### src/rtl/ps2_host_rx_pkg.sv
// ps2_host_rx_pkg: shared widths, rx state encoding, frame constants and defaults for the PS/2 receiver.
package ps2_host_rx_pkg;
  localparam int DATA_W = 8;
  localparam int TCNT_W = 16;
  localparam int FCNT_W = 4;
  localparam int DEF_FILTER_LENGTH = 8;
  localparam int DEF_TIMEOUT_CYCLES = 5000;
  localparam logic START_BIT = 1'b0;
  localparam logic STOP_BIT = 1'b1;
  typedef enum logic [1:0] {IDLE = 2'd0, DATA = 2'd1, PARITY = 2'd2, STOP = 2'd3} rx_state_t;
  function automatic logic odd_parity_ok(input logic [DATA_W-1:0] b, input logic p);
    return ^{b, p};
  endfunction
endpackage

### src/rtl/ps2_host_rx_if.sv
// ps2_host_rx_if: received-byte result bundle with its error flags.
interface ps2_host_rx_if;
  import ps2_host_rx_pkg::*;
  logic valid;
  logic [DATA_W-1:0] data;
  logic parity_error;
  logic protocol_error;
  logic timeout;
  modport master (output valid, data, parity_error, protocol_error, timeout);
  modport slave (input valid, data, parity_error, protocol_error, timeout);
endinterface

### src/rtl/ps2_host_rx_clk_filter.sv
// ps2_clk_filter: synchronises and de-glitches the PS/2 clock, strobing fall on a filtered 1->0 change.
module ps2_clk_filter
  import ps2_host_rx_pkg::*;
#(
  parameter int FILTER_LENGTH = DEF_FILTER_LENGTH
) (
  input  logic clk,
  input  logic clk__enable,
  input  logic reset,
  input  logic raw,
  output logic fall
);
  localparam logic [FCNT_W-1:0] CNT_MAX = FCNT_W'(FILTER_LENGTH - 1);
  logic [1:0] sync_q;
  logic filt_q;
  logic [FCNT_W-1:0] cnt_q;
  logic flip;
  assign flip = (sync_q[1] != filt_q) && (cnt_q == CNT_MAX);
  assign fall = clk__enable && flip && filt_q;
  always_ff @(posedge clk)
    if (reset) begin
      sync_q <= '1;
      filt_q <= 1'b1;
      cnt_q <= '0;
    end else if (clk__enable) begin
      sync_q <= {sync_q[0], raw};
      filt_q <= flip ? sync_q[1] : filt_q;
      cnt_q <= (sync_q[1] == filt_q || flip) ? '0 : cnt_q + 1'b1;
    end
endmodule

### src/rtl/ps2_host_rx.sv
// ps2_host_rx: PS/2 device-to-host frame receiver; PS2_HOST_RX_ERROR_COUNT_EN adds a saturating error counter.
module ps2_host_rx
  import ps2_host_rx_pkg::*;
#(
  parameter int FILTER_LENGTH = DEF_FILTER_LENGTH,
  parameter int TIMEOUT_CYCLES = DEF_TIMEOUT_CYCLES
) (
  input  logic clk,
  input  logic clk__enable,
  input  logic reset,
  input  logic ps2_in__clk,
  input  logic ps2_in__data,
`ifdef PS2_HOST_RX_ERROR_COUNT_EN
  output logic [7:0] rx_error_count,
`endif
  ps2_host_rx_if.master ps2_rx_data
);
  localparam logic [TCNT_W-1:0] TO_MAX = TCNT_W'(TIMEOUT_CYCLES);
  rx_state_t state_q, state_d;
  logic fall, emit, expire, take, din;
  logic [1:0] dsync_q;
  logic [DATA_W-1:0] shift_q;
  logic [2:0] bcnt_q;
  logic parity_ok_q;
  logic [TCNT_W-1:0] tcnt_q;
  ps2_clk_filter #(.FILTER_LENGTH(FILTER_LENGTH)) u_clk_filter (
    .clk(clk),
    .clk__enable(clk__enable),
    .reset(reset),
    .raw(ps2_in__clk),
    .fall(fall)
  );
  assign din = dsync_q[1];
  assign expire = state_q != IDLE && tcnt_q == TO_MAX;
  // A timeout in the same cycle as a fall discards the fall.
  assign take = fall && !expire;
  always_comb begin
    state_d = state_q;
    emit = expire;
    if (expire) state_d = IDLE;
    else if (fall)
      case (state_q)
        IDLE:    state_d = din == START_BIT ? DATA : IDLE;
        DATA:    state_d = &bcnt_q ? PARITY : DATA;
        PARITY:  state_d = STOP;
        default: begin
          state_d = IDLE;
          emit = 1'b1;
        end
      endcase
  end
  always_ff @(posedge clk)
    if (reset) begin
      state_q <= IDLE;
      dsync_q <= '1;
      shift_q <= '0;
      bcnt_q <= '0;
      parity_ok_q <= 1'b0;
      tcnt_q <= '0;
      ps2_rx_data.valid <= 1'b0;
      ps2_rx_data.data <= '0;
      ps2_rx_data.parity_error <= 1'b0;
      ps2_rx_data.protocol_error <= 1'b0;
      ps2_rx_data.timeout <= 1'b0;
    end else if (clk__enable) begin
      state_q <= state_d;
      dsync_q <= {dsync_q[0], ps2_in__data};
      tcnt_q <= (fall || expire || state_q == IDLE) ? '0 : tcnt_q + 1'b1;
      if (take && state_q == IDLE) bcnt_q <= '0;
      if (take && state_q == DATA) begin
        shift_q <= {din, shift_q[DATA_W-1:1]};
        bcnt_q <= bcnt_q + 1'b1;
      end
      if (take && state_q == PARITY) parity_ok_q <= odd_parity_ok(shift_q, din);
      ps2_rx_data.valid <= emit;
      if (emit) begin
        ps2_rx_data.data <= expire ? '0 : shift_q;
        ps2_rx_data.parity_error <= !expire && !parity_ok_q;
        ps2_rx_data.protocol_error <= !expire && din != STOP_BIT;
        ps2_rx_data.timeout <= expire;
      end
    end
`ifdef PS2_HOST_RX_ERROR_COUNT_EN
  logic err;
  assign err = emit && (expire || !parity_ok_q || din != STOP_BIT);
  always_ff @(posedge clk)
    if (reset) rx_error_count <= '0;
    else if (clk__enable && err && !(&rx_error_count)) rx_error_count <= rx_error_count + 1'b1;
`endif
endmodule

### src/flat_wrapper.sv
// flat-port wrapper written by rule: the top's interface ports become plain ports
module ps2_host_rx_flat import ps2_host_rx_pkg::*;
#(
  parameter int FILTER_LENGTH = DEF_FILTER_LENGTH,
  parameter int TIMEOUT_CYCLES = DEF_TIMEOUT_CYCLES
)
  (clk, clk__enable, reset, ps2_in__clk, ps2_in__data, ps2_rx_data_valid, ps2_rx_data_data, ps2_rx_data_parity_error, ps2_rx_data_protocol_error, ps2_rx_data_timeout);
  ps2_host_rx_if ps2_rx_data_i ();
  input  logic clk;
  input  logic clk__enable;
  input  logic reset;
  input  logic ps2_in__clk;
  input  logic ps2_in__data;
  output wire logic [$bits(ps2_rx_data_i.valid)-1:0] ps2_rx_data_valid;
  output wire logic [$bits(ps2_rx_data_i.data)-1:0] ps2_rx_data_data;
  output wire logic [$bits(ps2_rx_data_i.parity_error)-1:0] ps2_rx_data_parity_error;
  output wire logic [$bits(ps2_rx_data_i.protocol_error)-1:0] ps2_rx_data_protocol_error;
  output wire logic [$bits(ps2_rx_data_i.timeout)-1:0] ps2_rx_data_timeout;
  assign ps2_rx_data_valid = ps2_rx_data_i.valid;
  assign ps2_rx_data_data = ps2_rx_data_i.data;
  assign ps2_rx_data_parity_error = ps2_rx_data_i.parity_error;
  assign ps2_rx_data_protocol_error = ps2_rx_data_i.protocol_error;
  assign ps2_rx_data_timeout = ps2_rx_data_i.timeout;
  ps2_host_rx #(.FILTER_LENGTH(FILTER_LENGTH), .TIMEOUT_CYCLES(TIMEOUT_CYCLES)) u_core (.clk(clk), .clk__enable(clk__enable), .reset(reset), .ps2_in__clk(ps2_in__clk), .ps2_in__data(ps2_in__data), .ps2_rx_data(ps2_rx_data_i));
endmodule
### config.mk
export PLATFORM = sky130hd
export DESIGN_NAME = ps2_host_rx_flat
export DESIGN_NICKNAME = d
export VERILOG_FILES = /design/src/rtl/ps2_host_rx_pkg.sv /design/src/rtl/ps2_host_rx_if.sv /design/src/rtl/ps2_host_rx_clk_filter.sv /design/src/rtl/ps2_host_rx.sv /design/src/flat_wrapper.sv
export SDC_FILE = /design/constraint.sdc
export NUM_CORES = 1
export LEC_CHECK = 0
export BUFFER_PORTS_ARGS = -buffer_cell sky130_fd_sc_hd__buf_4
export CELL_PAD_IN_SITES_DETAIL_PLACEMENT = 1
export CELL_PAD_IN_SITES_GLOBAL_PLACEMENT = 2
export CORE_UTILIZATION = 36
export DETAILED_ROUTE_END_ITERATION = 8
export PLACE_DENSITY = 0.8
export SYNTH_ARGS = -nofsm -noshare
export SYNTH_HDL_FRONTEND = slang
export SYNTH_SLANG_ARGS = --single-unit
### constraint.sdc
create_clock -name clk -period 2.6 [get_ports clk]
set_input_delay 0.26 -clock clk [delete_from_list [all_inputs] [get_ports clk]]
set_output_delay 0.26 -clock clk [all_outputs]
set_load 0.01 [all_outputs]
# After elaboration in Yosys (flattened, before gate mapping)
# Index checks and enable logic that the tools add are counted.
op_classes:
  n_addsub: 3
  mul: 0
  n_div: 0
  n_lt_le_gt_ge: 0
  eq_ne: 6
  shift: 0
  mux: 13
  bitwise_logic: 1
  n_reduce_logical: 28
op_table:
  columns: ["cell", "count"]
  rows:
  - ["$add A16 B1 Y16 const B", 1]
  - ["$eq A16 B13 Y1 const B", 1]
  - ["$mux W16", 1]
  - ["$reduce_and A2 Y1", 6]
  - ["$logic_and A1 B1 Y1", 10]
  - ["$reduce_xor A9 Y1", 1]
  - ["$mux W8", 1]
  - ["$mux W2", 3]
  - ["$mux W3", 2]
  - ["$pmux W2 S3", 1]
  - ["$reduce_bool A2 Y1", 3]
  - ["$add A4 B1 Y4 const B", 1]
  - ["$eq A4 B3 Y1 const B", 1]
  - ["$mux W1", 4]
  - ["$mux W4", 1]
  - ["$add A3 B1 Y3 const B", 1]
  - ["$logic_or A1 B1 Y1", 3]
  - ["$reduce_and A3 Y1", 1]
  - ["$reduce_or A3 Y1", 1]
  - ["$eq A2 B1 Y1 const B", 1]
  - ["$eq A2 B2 Y1 const B", 1]
  - ["$logic_not A1 Y1", 2]
  - ["$logic_not A2 Y1", 1]
  - ["$eq A1 B1 Y1", 1]
  - ["other kinds (2)", 2]
word_totals:
  regBits: 51
  latch_bits: 0
  ram_bits: 0
  romBits: 0
  input_bits: 5
  word_cells: 65
  memories: 0

# Longest topological paths before layout
# Gate-level depths: netlist of run 1.
logic_depth:
  word_depth: 8
  mapped_depth: 9
  mapped_depth_nobuf: 7

# By module
# From an unflattened synthesis of run 1, not the netlist that was laid out.
hier_totals:
  hier_cells: 255
  hier_area_um2: 2290.9
by_module_without_submodules:
  columns: ["module", "n_inst", "cells_each", "area_each_um2", "seq_area_each_um2"]
  rows:
  - ["ps2_host_rx", 1, 223, 1971.9, 880.8]
  - ["ps2_clk_filter", 1, 32, 319.1, 140.1]

# Worst setup path before layout of run 1
# Ideal clock, no wire load.
synth_path:
  kind: "reg2reg"
  start: "reg u_core.tcnt_q[0]"
  end: "reg u_core.tcnt_q[10]"
  t_arrival_ns: 1.748
  required_time_ns: 2.473
  path_slack_ns: 0.725
  stages_incl_launch_ff: 10
  path_buffers: 2
  path_cell_list: "dfxtp_1 -> inv_1 -> ha_1 -> nor4bb_1 -> and4_1 -> clkbuf_1 -> buf_2 -> nor2_2 -> o21ai_2 -> nor2_1"
synth_via:
  elab_chain_cells: 5
  word_cells_on_any_way: 6
  cone_classes: "add/sub: 1; eq/ne: 1; mux: 1; reduce/logical: 3"
synth_rtl:
  columns: ["element", "line_no", "source"]
  rows:
  - ["start, declared", "ps2_host_rx.sv:25", "logic [TCNT_W-1:0] tcnt_q;"]
  - ["start signal, assigned", "ps2_host_rx.sv:68", "tcnt_q <= (fall || expire || state_q == IDLE) ? '0 : tcnt_q + 1'b1;"]
  - ["parallel branches: the longest is 4 deep, another holds $add A16 B1 Y16", null, null]
  - ["$mux W16 *", "ps2_host_rx.sv:68", null]
# Mark *: on every way between the ends.
# A chain may end at the register's enable or synchronous reset.

# Worst setup path after layout of run 1
layout_path:
  start: "reg u_core.tcnt_q[0]"
  end: "reg u_core.ps2_rx_data.parity_error"
layout_via:
  elab_chain_cells: 4
  word_cells_on_any_way: 6
  cone_classes: "eq/ne: 1; mux: 1; reduce/logical: 4"
layout_rtl:
  columns: ["element", "line_no", "source"]
  rows:
  - ["$eq A16 B13 Y1 *", "ps2_host_rx.sv:34", "assign expire = state_q != IDLE && tcnt_q == TO_MAX;"]
  - ["$logic_and A1 B1 Y1 *", "ps2_host_rx.sv:34", null]
  - ["$mux W1 or $logic_not A1 Y1 (tied branches)", "ps2_host_rx.sv:40, ps2_host_rx.sv:78", null]
  - ["$reduce_and A2 Y1 (no source line) or $logic_and A1 B1 Y1 (tied branches)", null, null]
  - ["end signal, assigned", "ps2_host_rx.sv:78", "ps2_rx_data.parity_error <= !expire && !parity_ok_q;"]
  - ["end, declared", "ps2_host_rx_if.sv:9", "modport master (output valid, data, parity_error, protocol_error, timeout);"]
# Every way passes the cells marked *; elsewhere a longest branch is shown, timed or not.

==> results.md, run 1 <==
- Across the routed clock network, the largest skew measured is 9.95 ps.
- In this run the core area contains 29 standard-cell rows.
- The via count of the first global-routing pass is 1843.
- The most used flip-flop cell after synthesis is sky130_fd_sc_hd__dfxtp_1.
- The instance count along the most critical hold path is 3.
- In this run, synthesis inferred 0 flip-flops with an integrated enable.
- The largest vdd supply drop is 0.241 mV.
- CTS saw 51 sinks.
- The number of gates resized after cts is 0.
- STA classifies the critical path endpoint as a flop.
- Across every metal layer, demand over resource in global routing totals 17.2%.
- The total of fill cells in the finished design is 766.
- The first global-routing pass estimated 8850 um of wire.
- The launching point of the worst reg2reg path is u_core.tcnt_q[0]$_SDFFE_PP0P_.
- The end point of the worst hold path is u_core.dsync_q[0]$_SDFFE_PP1P_.
- The core region is 6310 um^2.
- The largest net degree at the start of global routing is 40.
- The reg-to-reg setup timing slack is 460 ps.
- In this run the most critical hold path is launched from ps2_in__data.
- The final hold violation count came to 0.
- Data on the critical path arrives at its endpoint at 2350 ps.
- The family with the most delay on the worst path is simple AND/OR/NAND/NOR gates.
- The post-synthesis instance area is 2340 um^2.
- After layout, the design draws a total of 0.00140 W.
- The highest attainable clock frequency is 468 MHz.
- The most area-hungry cell type in the Yosys netlist is sky130_fd_sc_hd__dfxtp_1.
- The count of nets after finishing is 293.
- Traced cell by cell, the critical path runs through inv_1 -> ha_1 -> nor4bb_1 -> and4_1 -> o21ai_1 -> nand3_1 -> o32ai_1.
- The post-CTS setup-driven buffer insertion count is 0.
- The HPWL after detailed placement is 3810 um.
- After clock tree synthesis, the clock-pin slew on the worst setup and hold paths is 100 ps.
- The part of the cycle the worst path needs is 82.3%.
- Ranked by total cell area, the synthesized netlist is headed by sky130_fd_sc_hd__dfxtp_1 44%, sky130_fd_sc_hd__mux2i_1 5.6%, sky130_fd_sc_hd__nor2_1 5.3%.
- The post-layout utilization of the core is 42.1%.
- The initial core utilization is 37.1%.
- The highest-delay cell along the critical path is sky130_fd_sc_hd__dfxtp_1.
- The Yosys step of the flow raised 0 warnings.
- The total wire length is 5400 um.
- The die width is 82.7 um.
- In this run the tightest slew margin relative to its limit is 55.7%.
- The leakage power is 0.942 nW.
- For this run, the register share of the synthesized area comes to 43.6%.
- The vias per cell is 5.31.
- The kind of launch point of the worst setup path is a flop.
- The maximum single-stage delay on the critical path is 400 ps.
- The max-slew violation total from the final report is 0.
- The die covers 6830 um^2.
- The fraction of layout cells with a size suffix above 1 is 12.0%.
- The number of maximum-capacitance constraint violations is 0.
- In the synthesized netlist, the cells that appear most often are 51 x sky130_fd_sc_hd__dfxtp_1, 33 x sky130_fd_sc_hd__nor2_1, 30 x sky130_fd_sc_hd__nand2_1, 19 x sky130_fd_sc_hd__nand3_1, 15 x sky130_fd_sc_hd__inv_1.
- The count of buffer and inverter cells on the critical path is 1.
- The final setup violation count is 0.
- The routed length per instance is 14.9 um.
- The maximum root-to-sink buffer count is 2.
- The number of hold-repair buffers added at the cts stage is 0.
- At the pin with the least slew margin, the transition time is 659 ps.
- The endpoint identified for the worst register-to-register timing path is u_core.ps2_rx_data.parity_error$_SDFFE_PP0P_.
- Setup repair after global routing left no endpoint under its margin.
- The die span in y is 82.7 um.
- The power per cell area is 525 nW/um^2.
- The repair_antennas step left the layout with diodes totalling 0.
- Along the worst path, the maximum fanout reaches 10.
- The run finished with clean final reports.
- In this run the number of H-tree levels came out at 2.
- The share of async-settable or async-resettable flops after synthesis is 0%.
- The final sum of negative setup slack is 0 ps.
- After detailed routing, the number of remaining DRC violations is 0.
- The category of the most critical setup path is reg2reg.
- The routed layout has 1916 vias.
- The worst register-to-register path has a depth of 7.
- After technology mapping, the gate count stands at 269.
- The count of cell types in the netlist is 40.
- In the post-synthesis netlist, the cell with the most instances is sky130_fd_sc_hd__dfxtp_1.
- The routed design could run at a clock period as short as 2140 ps.
- The number of nets handed over by synthesis was 279.
- The source-to-sink clock delay at the later pin of the worst-skew pair is 300 ps.
- The initial antenna violation count was 0.
- The number of top-level design ports is 17.
- The average cell area after synthesis is 8.71 um^2.
- Compared with the post-synthesis result, the final layout area differs by 13.5%.
- TritonCTS built the clock tree.
- The filler-free cell count of the finished design is 361.
- The total of buffers placed on input and output ports is 16.
- Hold is met by 174 ps.
- Counting the buffers created by CTS gives 5.
- The class of the tightest hold or removal check is in2reg.
- The first-pass iteration count of the detailed router is 4.
- Routability-driven placement finished with a final weighted congestion of 0.751.
- For this run the aggregate overflow at the end of global routing stands at 0.
- The required time reported for the critical path endpoint is 2820 ps.
- The top cell type by area accounts for 43.6% of the synthesized area.
- The remaining antenna violation count after routing is 0.
- The number of placed cells counting well taps is 353.
- The number of register bits inferred by synthesis is 51.
- The clock root buffer is sky130_fd_sc_hd__clkbuf_8.
- The detailed router finished its first iteration with 59 violations.
tightest hold or removal path, stage by stage:
cell	delay, ps
sky130_fd_sc_hd__buf_4	70
sky130_fd_sc_hd__mux2i_1	50
sky130_fd_sc_hd__nand2_1	60
routing by layer:
layer | part of all wire, % | GRT usage, % | up-vias | wire (um)
li1 | - | - | 973 | -
met1 | 49 | 22.5 | 915 | 2640
met2 | 48 | 28.8 | 23 | 2580
met3 | 2.1 | 2.64 | 5 | 114
met4 | 1.0 | 5.69 | 0 | 55
met5 | 0 | 0 | - | 0
power breakdown:
| part | total (W) | internal (W) | switching, W |
|---|---|---|---|
| clock | 0.000562 | 0.000290 | 0.000272 |
| combinational | 0.0000464 | 0.0000141 | 0.0000323 |
| sequential | 0.000787 | 0.000784 | 0.00000285 |
| total | 0.00140 | 0.00109 | 0.000307 |
cell usage in the layout, fill, tap and decap left out, drive strengths merged, types with 2 or more instances in the layout:
master,count
buf,20
nand2b,2
nand4b,4
a32oi,2
nand4,4
xor2,9
or4,2
dfxtp,51
clkbuf,5
ha,5
o32ai,10
and3,3
nand3,19
a31oi,4
o31ai,2
mux2i,13
nor2,34
nand2,30
and4,2
o211ai,2
o21ai,8
nor4b,2
nor4bb,2
inv,16
nor3,6
xnor2,7
a21oi,11
area by class of cell:
cell class / count / area, um^2 / share of cell area (%)
Clock inverter: 3 / 46.3 / 1.74
Sequential cell: 51 / 1020 / 38.4
Inverter: 15 / 56.3 / 2.12
Multi-Input combinational cell: 190 / 1220 / 45.9
Timing Repair Buffer: 20 / 150 / 5.65
Clock buffer: 5 / 68.8 / 2.59
Tap cell: 77 / 96.3 / 3.63
registers in the layout, indices dropped and copies added, names as in the netlist, 2 cells and up:
name,count
u_core.ps2_rx_data.data,8
u_core.state_q,2
u_core.tcnt_q,16
u_core.u_clk_filter.cnt_q,4
u_core.bcnt_q,3
u_core.u_clk_filter.sync_q,2
u_core.dsync_q,2
u_core.shift_q,8
per-stage QoR:
stage	instance area (um^2)	setup slack [ps]
2_1_floorplan	2340	725
3_3_place_gp	2540	530
3_5_place_dp	2540	442
4_1_cts	2660	435
5_1_grt	2660	232
6_report	2660	461
worst max-delay path by stage:
stage | from | endpoint | slack (ps) | cells past startpoint
final | u_core.tcnt_q[0]$_SDFFE_PP0P_ | u_core.ps2_rx_data.parity_error$_SDFFE_PP0P_ | 460 | 7
after global routing | u_core.tcnt_q[0]$_SDFFE_PP0P_ | u_core.ps2_rx_data.timeout$_SDFFE_PP0P_ | 230 | 7
after CTS | u_core.tcnt_q[0]$_SDFFE_PP0P_ | u_core.ps2_rx_data.parity_error$_SDFFE_PP0P_ | 430 | 7
after detailed placement | u_core.tcnt_q[0]$_SDFFE_PP0P_ | u_core.ps2_rx_data.parity_error$_SDFFE_PP0P_ | 440 | 7
after global placement | u_core.tcnt_q[0]$_SDFFE_PP0P_ | u_core.ps2_rx_data.protocol_error$_SDFFE_PP0P_ | 530 | 7
after floorplan | u_core.tcnt_q[0]$_SDFFE_PP0P_ | u_core.tcnt_q[10]$_SDFFE_PP0P_ | 730 | 9
kinds of logic (layout without fill, tap and decap cells):
family	Yosys count	after routing	synth area share, %
compound gates	43	43	12.4
xor+xnor	17	17	6.94
mux	13	13	5.56
flops	51	51	43.6
fa+ha+maj	5	5	2.67
simple gates	112	112	24.2
buf+inv	28	43	4.65
No activity file was read; power rests on OpenSTA's default activity.
==> run 2, diff against run 1 <==
--- a/config.mk
+++ b/config.mk
@@ -8,9 +8,9 @@
 export BUFFER_PORTS_ARGS = -buffer_cell sky130_fd_sc_hd__buf_4
 export CELL_PAD_IN_SITES_DETAIL_PLACEMENT = 1
 export CELL_PAD_IN_SITES_GLOBAL_PLACEMENT = 2
-export CORE_UTILIZATION = 36
+export CORE_UTILIZATION = 33
 export DETAILED_ROUTE_END_ITERATION = 8
-export PLACE_DENSITY = 0.8
+export PLACE_DENSITY = 0.77
 export SYNTH_ARGS = -nofsm -noshare
 export SYNTH_HDL_FRONTEND = slang
 export SYNTH_SLANG_ARGS = --single-unit
==> constraint.sdc (replaced) <==
create_clock -name clk -period 1.9 [get_ports clk]
set_input_delay 0.19 -clock clk [delete_from_list [all_inputs] [get_ports clk]]
set_output_delay 0.19 -clock clk [all_outputs]
set_load 0.01 [all_outputs]
==> run 2 against run 1 <==
Utilization up 1.1 points. Routed wire length up 4.1%. Worst setup slack worse by 400 ps. Highest routed layer unchanged. First-iteration DRC count down 12%. Die area up 8.9%.
==> results.md, run 2 (synthesis results as in run 1) <==
- Run status: finished clean (unchanged).
- The family with the most delay on the worst path is simple AND/OR/NAND/NOR gates (unchanged).
- The number of buffers inserted during clock tree synthesis was 5 (unchanged).
- The vias per cell came to 5.02 (was 5.31).
- The largest net degree at the start of global routing came to 39 (was 40).
- The maximum fanout along the worst path is 4 (was 10).
- The register bank with the most flops is u_core.tcnt_q (unchanged).
- The final critical delay including setup and external delays is 1840 ps (was 2140 ps).
- The number of placed cells counting well taps is 395 (was 353).
- The internal power is 0.00143 W (was 0.00109 W).
- The hold path startpoint is ps2_in__clk (was ps2_in__data).
- The initial antenna violation count is 0 (unchanged).
- The first-pass iteration count of the detailed router is 4 (unchanged).
- The fraction of layout cells with a size suffix above 1 is 22.0% (was 12.0%).
- The total cell area at the placement stage is 2780 um^2 (was 2540 um^2).
- The wire length of the first global-routing pass is 9270 um (was 8850 um).
- The placeable core region is 6830 um^2 (was 6310 um^2).
- The area growth from synthesis to layout was 26.1% (was 13.5%).
- The clock network fraction of total power is 37.8% (was 40.3%).
- The total via count after detailed routing is 2034 (was 1916).
- The die width is 86.2 um (was 82.7 um).
- The part of the cycle the worst path needs is 97.0% (was 82.3%).
- The routed length per instance was 13.9 um (was 14.9 um).
- The maximum single-stage delay on the critical path is 560 ps (was 400 ps).
- The die area is 7440 um^2 (was 6830 um^2).
- The count of nets after finishing is 318 (was 293).
- The final setup violation count was 0 (unchanged).
- The number of top-level design ports is 17 (unchanged).
- The number of DRC markers in iteration 0 is 52 (was 59).
- The termination of the worst setup path is u_core.bcnt_q[0]$_SDFFE_PP0P_ (was u_core.ps2_rx_data.parity_error$_SDFFE_PP0P_).
- The clock transition at the registers of the reported paths is 90 ps (was 100 ps).
- The net switching power figure is 0.000415 W (was 0.000307 W).
- The DRC violation count after routing is 0 (unchanged).
- The switching share of power is 22.5% (was 22.0%).
- The final hold violation count came to 0 (unchanged).
- The critical path data arrival time is 2070 ps (was 2350 ps).
- The initial core utilization is 34.3% (was 37.1%).
- The number of maximum-capacitance constraint violations is 0 (unchanged).
- The highest-delay cell along the critical path is sky130_fd_sc_hd__or4_4 (was sky130_fd_sc_hd__dfxtp_1).
- The clock root buffer is sky130_fd_sc_hd__clkbuf_8 (unchanged).
- The via count of the first global-routing pass is 1939 (was 1843).
- The half-perimeter wire length after placement is 3920 um (was 3810 um).
- The count of antenna diodes in the layout came to 0 (unchanged).
- The source-to-sink clock delay at the later pin of the worst-skew pair is 300 ps (about the same).
- The total of buffers placed on input and output ports is 16 (unchanged).
- The leakage power is 1.08 nW (was 0.942 nW).
- The total overflow reported by the global router is 0 (unchanged).
- The critical path startpoint is u_core.u_clk_filter.cnt_q[0]$_SDFFE_PP0P_ (was u_core.tcnt_q[0]$_SDFFE_PP0P_).
- Commonest non-fill, non-tap cells in the layout: 49 x sky130_fd_sc_hd__dfxtp_1, 42 x sky130_fd_sc_hd__buf_4, 32 x sky130_fd_sc_hd__nor2_1 (was 51 x sky130_fd_sc_hd__dfxtp_1, 33 x sky130_fd_sc_hd__nor2_1, 30 x sky130_fd_sc_hd__nand2_1).
- The final setup skew is 7.71 ps (was 9.95 ps).
- The filler-free cell count of the finished design was 405 (was 361).
- The power per cell area is 623 nW/um^2 (was 525 nW/um^2).
- Largest registers: u_core.tcnt_q (16), u_core.ps2_rx_data.data (8), u_core.shift_q (8) (unchanged).
- The category of the most critical setup path is reg2reg (unchanged).
- The power consumption was 0.00184 W (was 0.00140 W).
- The weighted congestion reported at the end of routability-driven placement is 0.741 (was 0.751).
- The reg-to-reg setup timing slack came to 60 ps (was 460 ps).
- Unrepaired setup endpoints after global routing: yes (was no).
- The critical path endpoint category is a flop (unchanged).
- The kind of launch point of the worst setup path is a flop (unchanged).
- The number of sinks on the clock net is 51 (unchanged).
- Cells along the critical path: ha_4 -> nand4b_4 -> or4_4 -> or4_1 -> a31oi_1 (was inv_1 -> ha_1 -> nor4bb_1 -> and4_1 -> o21ai_1 -> nand3_1 -> o32ai_1).
- The total number of H-tree levels is 2 (unchanged).
- The number of hold-repair buffers added at the cts stage is 0 (unchanged).
- The finished layout cell area is 2950 um^2 (was 2660 um^2).
- The required time reported for the critical path endpoint is 2130 ps (was 2820 ps).
- The remaining antenna violation count after routing came to 0 (unchanged).
- The total wire length is 5620 um (was 5400 um).
- The share of total power in sequential cells is 58.4% (was 56.4%).
- The capture instance of the worst register-to-register path is u_core.bcnt_q[0]$_SDFFE_PP0P_ (was u_core.ps2_rx_data.parity_error$_SDFFE_PP0P_).
- The number of placement rows is 30 (was 29).
- The global-route usage over all layers is 15.8% (was 17.2%).
- The highest attainable clock frequency is 543 MHz (was 468 MHz).
- The count of buffer and inverter cells on the critical path is 0 (was 1).
- The clock tree from TritonCTS is built (unchanged).
- The final sum of negative setup slack is 0 ps (unchanged).
- The launching point of the worst reg2reg path is u_core.u_clk_filter.cnt_q[0]$_SDFFE_PP0P_ (was u_core.tcnt_q[0]$_SDFFE_PP0P_).
- The maximum root-to-sink buffer count is 2 (unchanged).
- The max-slew violation total from the final report came to 0 (unchanged).
- The path depth of the worst reg2reg path came to 5 (was 7).
- The die span in y was 86.2 um (was 82.7 um).
- The class of the tightest hold or removal check is in2reg (unchanged).
- The slew at the pin closest to its max-slew limit is 503 ps (was 659 ps).
- The logic gate share of total power is 3.8% (was 3.3%).
- The total number of cells along the worst setup path came to 5 (was 7).
- The largest vdd supply drop came to 0.273 mV (was 0.241 mV).
- The tightest slew margin relative to the limit is 66.4% (was 55.7%).
- The most common cell after layout, fill and taps aside is sky130_fd_sc_hd__dfxtp_1 (unchanged).
- The number of flip-flops in the largest register is 16 (unchanged).
- The worst slack on hold paths is 98.3 ps (was 174 ps).
## run 2: cell types whose count changed in the layout (fill, tap and decap cells not counted), moves of 2 or more
cell	delta
sky130_fd_sc_hd__buf_12	+3
sky130_fd_sc_hd__buf_4	+22
sky130_fd_sc_hd__clkbuf_8	+2
sky130_fd_sc_hd__nor4bb_1	-2
sky130_fd_sc_hd__dfxtp_1	-2
## run 2: what timing repair did
item                                    4_1_cts  5_1_grt
gates resized for setup                       5       10
endpoints found under the setup margin       26       35
buffers inserted                              0        2
pin swaps                                     0        3
## run 2: layer usage
layer  vias up  share of wire [%]  GRT usage (%)
met3         5                3.1           3.24
met4         0                1.1           4.09
met1       978                 49           21.1
li1       1028                  -              -
met5         -                  0              0
met2        23                 47           26.1
## run 2: worst min path at each step
stage / end / slack (ps) / depth (start not counted)
after global routing: u_core.u_clk_filter.sync_q[0]$_SDFFE_PP1P_ / 100 / 3
final: u_core.u_clk_filter.sync_q[0]$_SDFFE_PP1P_ / 100 / 3
after CTS: u_core.u_clk_filter.sync_q[0]$_SDFFE_PP1P_ / 100 / 3
after detailed placement: u_core.u_clk_filter.sync_q[0]$_SDFFE_PP1P_ / 410 / 3
after global placement: u_core.u_clk_filter.sync_q[0]$_SDFFE_PP1P_ / 410 / 3
after floorplan: u_core.u_clk_filter.sync_q[0]$_SDFFE_PP1P_ / 320 / 2
## run 2: per-stage QoR
stage               util (%)  setup slack (ps)
finish                  43.2              56.7
detailed placement      40.6             -69.8
floorplan                  -              25.1
CTS                     42.4             0.174
global placement        40.6             -54.4
global route            43.2             -40.5
## run 2: area by class of cell
| type | instances | area, um^2 |
|---|---|---|
| Clock inverter | 1 | 7.51 |
| Sequential cell | 51 | 1030 |
| Clock buffer | 7 | 96.3 |
| Multi-Input combinational cell | 190 | 1270 |
| Timing Repair Buffer | 45 | 375 |
| Fill cell | 818 | 3880 |
| Inverter | 15 | 56.3 |
| Tap cell | 96 | 120 |
## run 2: worst register-to-register path, cell delays in order, from the launching register on
cell and delay, ps:
sky130_fd_sc_hd__dfxtp_2 370, sky130_fd_sc_hd__ha_4 160, sky130_fd_sc_hd__nand4b_4 130, sky130_fd_sc_hd__or4_4 560
sky130_fd_sc_hd__or4_1 410, sky130_fd_sc_hd__a31oi_1 150
## run 2: power groups by stage
stage / registers, W / clock network (W) / logic [W]
2_1_floorplan: 0.00110 / 0 / 0.0000423
3_3_place_gp: 0.00110 / 0 / 0.0000703
3_5_place_dp: 0.00110 / 0 / 0.0000700
4_1_cts: 0.00108 / 0.000727 / 0.0000703
5_1_grt: 0.00108 / 0.000766 / 0.0000767
6_report: 0.00108 / 0.000696 / 0.0000694
